### src/rtl/videocard_pkg.sv
// Shared definitions for the videocard dispatch block: the control register
// map, the per-core state encoding and a counter-width helper.
package videocard_pkg;

    localparam logic [1:0] ADDR_START    = 2'd0;
    localparam logic [1:0] ADDR_DONE     = 2'd1;
    localparam logic [1:0] ADDR_IRQ_MASK = 2'd2;
    localparam logic [1:0] ADDR_ERROR    = 2'd3;

    typedef enum logic {
        ST_IDLE = 1'b0,
        ST_RUN  = 1'b1
    } core_state_t;

    // A disabled timeout still needs a legal one-bit counter.
    function automatic int cnt_width(input int timeout);
        return (timeout > 0) ? $clog2(timeout + 1) : 1;
    endfunction

endpackage

### src/rtl/videocard_core_ctl.sv
// Per-core IDLE/RUN controller with run-cycle timeout counter.
//   state   | meaning
//   ST_IDLE | core not running; accepts a start request
//   ST_RUN  | core running; waits for finish or timeout
module videocard_core_ctl
    import videocard_pkg::*;
#(
    parameter int TIMEOUT = 65535
) (
    input  logic clk,
    input  logic rst_n,
    input  logic i_start,
    input  logic i_finish,
    output logic o_run,
    output logic o_go,
    output logic o_start_pulse,
    output logic o_done_set,
    output logic o_err_set
);

    localparam int              CNT_W   = cnt_width(TIMEOUT);
    localparam logic [CNT_W-1:0] CNT_TC  = CNT_W'((TIMEOUT > 0) ? TIMEOUT - 1 : 0);
    localparam logic [CNT_W-1:0] CNT_SAT = CNT_W'(TIMEOUT);

    core_state_t      r_state;
    core_state_t      w_state_nxt;
    logic [CNT_W-1:0] r_cnt;
    logic             r_start_pulse;
    logic             w_tc;
    logic             w_go;
    logic             w_done_set;
    logic             w_err_set;

    // Timeout fires on the edge that completes TIMEOUT cycles spent in RUN.
    assign w_tc = (TIMEOUT > 0) && (r_state == ST_RUN) && (r_cnt == CNT_TC);

    always_comb begin
        w_state_nxt = r_state;
        w_go        = 1'b0;
        w_done_set  = 1'b0;
        w_err_set   = 1'b0;
        case (r_state)
            ST_IDLE: begin
                if (i_start) begin
                    w_go        = 1'b1;
                    w_state_nxt = ST_RUN;
                end
            end
            ST_RUN: begin
                if (i_finish) begin
                    w_done_set  = 1'b1;
                    w_state_nxt = ST_IDLE;
                end else if (w_tc) begin
                    w_err_set   = 1'b1;
                    w_state_nxt = ST_IDLE;
                end
            end
            default: w_state_nxt = ST_IDLE;
        endcase
    end

    always_ff @(posedge clk or negedge rst_n) begin
        if (!rst_n) begin
            r_state       <= ST_IDLE;
            r_cnt         <= '0;
            r_start_pulse <= 1'b0;
        end else begin
            r_state       <= w_state_nxt;
            r_start_pulse <= w_go;
            if ((TIMEOUT > 0) && (r_state == ST_RUN)) begin
                if (r_cnt != CNT_SAT) begin
                    r_cnt <= r_cnt + CNT_W'(1);
                end
            end else begin
                r_cnt <= '0;
            end
        end
    end

    assign o_run         = (r_state == ST_RUN);
    assign o_go          = w_go;
    assign o_start_pulse = r_start_pulse;
    assign o_done_set    = w_done_set;
    assign o_err_set     = w_err_set;

endmodule

### src/rtl/videocard_dispatch.sv
// Host-facing dispatcher: START/DONE/IRQ_MASK/ERROR register file, per-core
// start/finish handshakes and a masked, registered host interrupt.
module videocard_dispatch
    import videocard_pkg::*;
#(
    parameter int CORES      = 4,
    parameter int WIDTH_CTRL = 8,
    parameter int TIMEOUT    = 65535
) (
    input  logic                  clk,
    input  logic                  reset_sink_reset_n,
    input  logic [1:0]            address_control,
    input  logic                  read_control,
    input  logic                  write_control,
    input  logic [WIDTH_CTRL-1:0] data_in_control,
    output logic [WIDTH_CTRL-1:0] data_out_control,
    output logic [CORES-1:0]      interrupt_start,
    input  logic [CORES-1:0]      interrupt_finish,
    output logic                  irq
);

    logic [CORES-1:0]      w_run;
    logic [CORES-1:0]      w_go;
    logic [CORES-1:0]      w_start_pulse;
    logic [CORES-1:0]      w_done_set;
    logic [CORES-1:0]      w_err_set;
    logic [CORES-1:0]      w_start_req;
    logic [CORES-1:0]      w_done_clr;
    logic [CORES-1:0]      w_err_clr;
    logic [CORES-1:0]      w_wdata;
    logic [CORES-1:0]      r_done;
    logic [CORES-1:0]      r_err;
    logic [CORES-1:0]      r_mask;
    logic [WIDTH_CTRL-1:0] r_dout;
    logic [WIDTH_CTRL-1:0] w_rd_data;
    logic                  r_active;
    logic                  r_irq;
    logic                  w_wr_ok;
    logic                  w_unused;

    assign w_unused = &{1'b0, data_in_control};
    assign w_wdata  = data_in_control[CORES-1:0];

    // Writes are dropped in the first cycle after reset release.
    assign w_wr_ok     = write_control && r_active;
    assign w_start_req = (w_wr_ok && address_control == ADDR_START) ? w_wdata : '0;
    assign w_done_clr  = (w_wr_ok && address_control == ADDR_DONE)  ? w_wdata : '0;
    assign w_err_clr   = (w_wr_ok && address_control == ADDR_ERROR) ? w_wdata : '0;

    for (genvar g = 0; g < CORES; g++) begin : g_core
        videocard_core_ctl #(
            .TIMEOUT(TIMEOUT)
        ) u_core (
            .clk          (clk),
            .rst_n        (reset_sink_reset_n),
            .i_start      (w_start_req[g]),
            .i_finish     (interrupt_finish[g]),
            .o_run        (w_run[g]),
            .o_go         (w_go[g]),
            .o_start_pulse(w_start_pulse[g]),
            .o_done_set   (w_done_set[g]),
            .o_err_set    (w_err_set[g])
        );
    end

    always_comb begin
        w_rd_data = '0;
        case (address_control)
            ADDR_START:    w_rd_data = WIDTH_CTRL'(w_run);
            ADDR_DONE:     w_rd_data = WIDTH_CTRL'(r_done);
            ADDR_IRQ_MASK: w_rd_data = WIDTH_CTRL'(r_mask);
            ADDR_ERROR:    w_rd_data = WIDTH_CTRL'(r_err);
            default:       w_rd_data = '0;
        endcase
    end

    // Status sets from the cores take priority over host write-1-to-clear.
    always_ff @(posedge clk or negedge reset_sink_reset_n) begin
        if (!reset_sink_reset_n) begin
            r_active <= 1'b0;
            r_done   <= '0;
            r_err    <= '0;
            r_mask   <= '0;
            r_dout   <= '0;
            r_irq    <= 1'b0;
        end else begin
            r_active <= 1'b1;
            r_done   <= (r_done & ~w_done_clr & ~w_go) | w_done_set;
            r_err    <= (r_err & ~w_err_clr & ~w_go) | w_err_set;
            if (w_wr_ok && address_control == ADDR_IRQ_MASK) begin
                r_mask <= w_wdata;
            end
            if (read_control) begin
                r_dout <= w_rd_data;
            end
            r_irq <= |((r_done | r_err) & r_mask);
        end
    end

    assign data_out_control = r_dout;
    assign interrupt_start  = w_start_pulse;
    assign irq              = r_irq;

endmodule

### config.mk
export PLATFORM = sky130hd
export DESIGN_NAME = videocard_dispatch
export DESIGN_NICKNAME = d
export VERILOG_FILES = /design/src/rtl/videocard_pkg.sv /design/src/rtl/videocard_core_ctl.sv /design/src/rtl/videocard_dispatch.sv
export SDC_FILE = /design/constraint.sdc
export NUM_CORES = 1
export LEC_CHECK = 0
export BUFFER_PORTS_ARGS = -buffer_cell sky130_fd_sc_hd__clkbuf_2
export CORE_UTILIZATION = 55
export DETAILED_ROUTE_END_ITERATION = 6
export HOLD_SLACK_MARGIN = 0.05
export PLACE_DENSITY = 0.82
export SYNTH_ARGS = -nofsm -noshare
export SYNTH_HDL_FRONTEND = slang
export SYNTH_HIERARCHICAL = 1
export SYNTH_SLANG_ARGS = --single-unit
### constraint.sdc
create_clock -name clk -period 4.2 [get_ports clk]
set_input_delay 0.42 -clock clk [delete_from_list [all_inputs] [get_ports clk]]
set_output_delay 0.42 -clock clk [all_outputs]
set_load 0.02 [all_outputs]
==> results of run 1 <==
## Yosys cell counts, drive strengths merged (6+ instances only)
master	instances
a21oi	11
a31oi	12
and2	11
and4	20
buf	11
dfrtp	90
ha	8
inv	8
mux2i	24
nand2	34
nand2b	26
nand3	21
nand4	28
nor2	28
nor2b	16
nor4	6
o21ai	25
o41ai	6
or3	6
or4	8
xnor2	7
xor2	9
## kinds of logic (layout without fill, tap and decap cells)
family                     after synthesis  count (layout)  share of synthesized area [%]
AOI/OAI and AO/OA                       92              92                           12.8
xor gates and xnor gates                16              16                           2.88
adders and majority gates                8               8                           2.06
buffers and inverters                   27              51                           3.08
DFF                                     90              90                           46.2
muxes                                   28              28                           5.86
other                                    2               5                          0.154
and+or+nand+nor                        215             215                           26.9
## state kept, by name, indices dropped and copies added, names as in the netlist
register                     flops
r_err                            4
g_core.u_core/o_run              4
r_active                         1
g_core.u_core/r_cnt             64
r_done                           4
data_out_control                 4
irq                              1
g_core.u_core/o_start_pulse      4
r_mask                           4
## final cells by class
| type | count | share of cell area (%) |
|---|---|---|
| multi-input combinational | 364 | 47.7 |
| sequential | 90 | 43.3 |
| inverter | 12 | 0.866 |
| timing repair buffer | 23 | 2.31 |
| clock inverter | 6 | 0.842 |
| tap | 105 | 2.53 |
| clock buffer | 10 | 2.45 |
## worst paths after layout
path | end | slack [ns] | depth (start not counted)
max in group asynchronous | r_done[2] | 3.14 | 2
min in group clk | r_mask[2] | 0.35 | 2
setup reg to reg | g_core[2].u_core/r_cnt[5] | 2.38 | 5
hold / removal | g_core[2].u_core/r_cnt[10] | 0.1 | 1
setup / recovery | g_core[2].u_core/r_cnt[5] | 2.38 | 5
hold reg to reg | g_core[2].u_core/r_cnt[11] | 0.51 | 1
## worst reg2reg max path, stage by stage (launching register included)
cell and delay [ns]:
dfrtp_1 0.43, ha_1 0.22, and3_1 0.33, nand4_1 0.33, nand3_1 0.22, mux2i_1 0.22
## per-layer routing
metal / global-route usage [%] / routed length, um / vias to the layer above
li1: - / - / 1830
met1: 31.9 / 4670 / 1830
met2: 37.1 / 4780 / 66
met3: 4.42 / 426 / 4
met4: 8.58 / 29 / 0
met5: 0 / 0 / -
## stage by stage
step                      instance area (sq um)  hold WS [ns]  setup WS (ns)  util (%)  instances
after detailed placement                   5030         0.488           2.29      60.0        594
after floorplan                            4880         0.124           2.64         -        481
after global placement                     5030         0.483           2.34      60.0        594
final                                      5200        0.0966           2.38      62.0        610
after CTS                                  5200         0.127           2.39      62.0        610
after global routing                       5200         0.134           2.25      62.0        610
## where the power goes
part / internal (uW) / switching, uW
registers: 898 / 27.7
logic: 51.7 / 77.5
clock network: 215 / 316
total: 1160 / 421
==> flow_summary.yaml, run 1 <==
logic_synthesis:
  synth_area_sq_mm: 0.00487
  synth_largest_area_cell: "dfrtp_1"
  synth_area_per_cell_sq_um: 10.2
  netlist_instances: 478
  ys_seq_area_share_pct: 46.2
  async_flop_share_pct: 100
  ys_warn_count: 6
  ys_types: 48
  ys_seq_elements: 90
  synth_ff_type: "dfrtp_1"
  synth_edf_count: 0
  synth_area_leaders: "dfrtp_1 (46%), mux2i_1 (4.9%), nand4_1 (3.6%), nand2b_1 (3.2%), o21ai_0 (2.6%)"
  netlist.area_leader.share_pct: 46.2
critical_path:
  required_ns: 4.48
  crit_buf_inv: 0
  worst_setup_path_start_kind: "flip-flop"
  crit_chain: "ha_1 -> and3_1 -> nand4_1 -> nand3_1 -> mux2i_1"
  critPathArrivalTime_ns: 2.10
  worst_path_dominant_cell_family: "simple AND/OR/NAND/NOR gates"
  cpPeakStageDelay_ns: 0.43
  crit_slowest_cell: "dfrtp_1"
  rr_startpoint: "g_core[2].u_core/r_cnt[0]"
  path_class: "flip-flop to flip-flop"
  cp_max_fo: 7
  critPathCaptureType: "flip-flop"
  critPathLaunch: "g_core[2].u_core/r_cnt[0]"
detailed_routing:
  drtPass1Iterations: 4
  viasPerCell: 6.11
  drtAntennaViolNets: 0
  postRouteWirelength_mm: 9.90
  drc: 0
  vias: 3730
  post_drt_wl_per_cell_um: 16.2
  drtIter0Drc: 122
timing:
  worstMarginPinSlew_ns: 0.752
  skew_ns: 0.0111
  rsz0062_at_grt: "false"
  fmax_ghz: 0.549
  setup_violations: 0
  report.final.slew_viol_count: 0
  final_hold_viol_count: 0
  tns_ns: 0
  post-route-period-util_pct: 43.4
  layout_min_cycle_time_ns: 1.82
  max_slew_margin_pct: 49.9
place:
  dp_hpwl_mm: 6.91
  globalplace.congestion: 0.824
  portBuffers: 22
clock_tree:
  cts_buffers: 9
  cts_buffer_depth: 2
  htreeDepth: 3
  cts_sinks: 90
  cts_setup_buffers: 0
  root_buffer: "clkbuf_8"
  clkTransAtPathRegs_ns: 0.09
  cts_tree: "yes"
  cts-resized-gates: 0
  holdBufCountCts: 0
  insertion_delay_ns: 0.36
die:
  die_w_um: 96.1
  coreArea_sq_mm: 0.00838
  dieArea_sq_mm: 0.00924
  initial_core_util_pct: 58.1
  io_pins: 31
  fp.dieH_um: 96.1
  rows: 33
global_route:
  grt_use_total_pct: 23.4
  grt_overflow: 0
  grt_pass1_vias: 3551
  grt_max_degree: 58
  antenna_found_initial: 0
  grt_pass1_wl_mm: 16.6
final_layout:
  regArea_sq_mm: 0.00225
  fin_nets: 526
  fillCellCount: 689
  drive_gt1_share_pct: 12.5
  syn_to_final_growth_pct: 6.76
  final_common_cell: "dfrtp_1"
  final_cell_mix: "dfrtp_1 (90), nand2_1 (30), nand4_1 (28), nor2_1 (28)"
  multi_input_area_sq_mm: 0.00248
  antenna_cells: 0
pwr:
  vdd_drop_max_v: 0.000193
  power.total_uw: 1590
  p_leak_uw: 0.00224
  p_per_area_mw_per_mm2: 305
hold_path:
  min_path_type: "input pin to async pin"
status:
  status: "finished, final reports clean"
flow_run:
  cap_violations: 0
(Power assumes the default switching activity.)
==> run 2: changes to the inputs <==
- PLACE_DENSITY: 0.82 -> 0.85
- clock period: 4.2 -> 1.55 ns (I/O delays scaled with it)
==> flow_summary.yaml, run 2 (same netlist as run 1, synthesis figures left out) <==
clock_tree:
  cts_sinks: 90
  cts_buffers: 9
  root_buffer: "clkbuf_8"
  htreeDepth: 3
  cts_buffer_depth: 2
  cts_tree: "yes"
  clkTransAtPathRegs_ns: 0.09
  insertion_delay_ns: 0.36
critical_path:
  crit_buf_inv: 0
  worst_path_dominant_cell_family: "simple AND/OR/NAND/NOR gates"
  path_class: "flip-flop to flip-flop"
  crit_chain: "ha_4 -> nand4_1 -> o21ai_0 -> or4_1 -> a21oi_2"
  worst-path-stages: 5
  required_ns: 1.84
  cpPeakStageDelay_ns: 0.44
  cp_max_fo: 3
  critPathArrivalTime_ns: 1.85
  ff2ff_path_depth: 5
  worst_setup_path_start_kind: "flip-flop"
  critPathCaptureType: "flip-flop"
  crit_slowest_cell: "dfrtp_1"
timing:
  skew_ns: 0.00650
  rsz0062_at_grt: "true"
  final_hold_viol_count: 0
  layout_min_cycle_time_ns: 1.56
  report.final.slew_viol_count: 0
  tns_ns: -0.00783
  setup_violations: 1
  post-route-period-util_pct: 101
  layout_setup_ws_ns: -0.00783
  fmax_ghz: 0.642
hold_path:
  hold_depth: 2
  min_path_type: "input pin to flip-flop"
place:
  place_inst: 652
  dp_hpwl_mm: 7.80
  portBuffers: 22
  globalplace.congestion: 0.881
  dpl-instance-area_sq_mm: 0.00549
status:
  violations: "negative setup slack"
  status: "complete, but fails checks"
final_layout:
  fin_cells: 676
  fin_area_sq_mm: 0.00593
  final_cell_mix: "dfrtp_1 (78), buf_4 (66), nand2_1 (30)"
  post-route-util_pct: 70.8
  drive_gt1_share_pct: 29.9
  top_register: "g_core.u_core/r_cnt"
  final_common_cell: "dfrtp_1"
  fin_nets: 593
  largest_reg_flops: 64
  syn_to_final_growth_pct: 21.8
  antenna_cells: 0
  fillCellCount: 585
detailed_routing:
  drc: 0
  vias: 4157
  drtPass1Iterations: 5
  drtAntennaViolNets: 0
  drtIter0Drc: 196
  viasPerCell: 6.15
  postRouteWirelength_mm: 11.3
  post_drt_wl_per_cell_um: 16.7
die:
  initial_core_util_pct: 58.1
  coreArea_sq_mm: 0.00838
  fp.dieH_um: 96.1
  dieArea_sq_mm: 0.00924
  die_w_um: 96.1
  io_pins: 31
  rows: 33
global_route:
  grt_pass1_wl_mm: 18.1
  grt_pass1_vias: 3948
  grt_overflow: 0
  grt_max_degree: 30
  grt_use_total_pct: 25.6
  antenna_found_initial: 0
pwr:
  power.total_uw: 4370
  vdd_drop_max_v: 0.000469
  p_per_area_mw_per_mm2: 737
  p_leak_uw: 0.00259
flow_run:
  cap_violations: 0
run 2: worst paths after layout:
check	endpoint	startpoint	slack (ns)
max	g_core[2].u_core/r_cnt[13]	g_core[2].u_core/r_cnt[0]	-0.008
min	r_mask[2]	data_in_control[2]	0.08
max reg2reg	g_core[2].u_core/r_cnt[13]	g_core[2].u_core/r_cnt[0]	-0.008
min reg2reg	g_core[0].u_core/r_cnt[11]	g_core[0].u_core/r_cnt[11]	0.51
max in group asynchronous	g_core[1].u_core/r_cnt[7]	reset_sink_reset_n	0.69
min in group asynchronous	g_core[2].u_core/r_cnt[0]	reset_sink_reset_n	0.27
run 2: what timing repair did:
item                                    CTS  global route
buffers inserted                          4             4
hold buffers                              1             0
gates resized for setup                  13            43
endpoints found under the setup margin   22            37
pin swaps                                 5            13
hold endpoints to repair                 26             0
run 2: where the power goes:
| group | internal (uW) | total (uW) | switching, uW |
|---|---|---|---|
| Sequential | 2430 | 2500 | 69.3 |
| Combinational | 174 | 413 | 239 |
| Clock | 662 | 1460 | 798 |
| Total | 3270 | 4370 | 1110 |
run 2: stage by stage:
step                hold WS (ns)  setup slack (ns)
global route              0.0786           -0.0751
global placement           0.123          -0.00115
detailed placement         0.124           -0.0922
floorplan                 -0.141            0.0191
finish                    0.0816          -0.00783
CTS                       0.0782           0.00223
run 2: cell type report:
cell class              count  area, sq um  share of cell area, %
well taps                 105          131                   2.21
repair buffers             90          651                   11.0
inverters                  12         45.0                  0.759
multi-input cells         364         2670                   45.0
flip-flops and latches     90         2270                   38.2
clock inverters             2         12.5                  0.211
clock buffers              13          159                   2.68
run 2: routing by layer:
| layer | GRT usage, % | part of all wire [%] | vias up | wire, um |
|---|---|---|---|---|
| li1 | - | - | 1970 | - |
| met1 | 32.7 | 44 | 2049 | 5000 |
| met2 | 42.5 | 49 | 118 | 5500 |
| met3 | 6.40 | 4.8 | 20 | 540 |
| met4 | 8.46 | 1.9 | 0 | 212 |
| met5 | 0 | 0 | - | 0 |
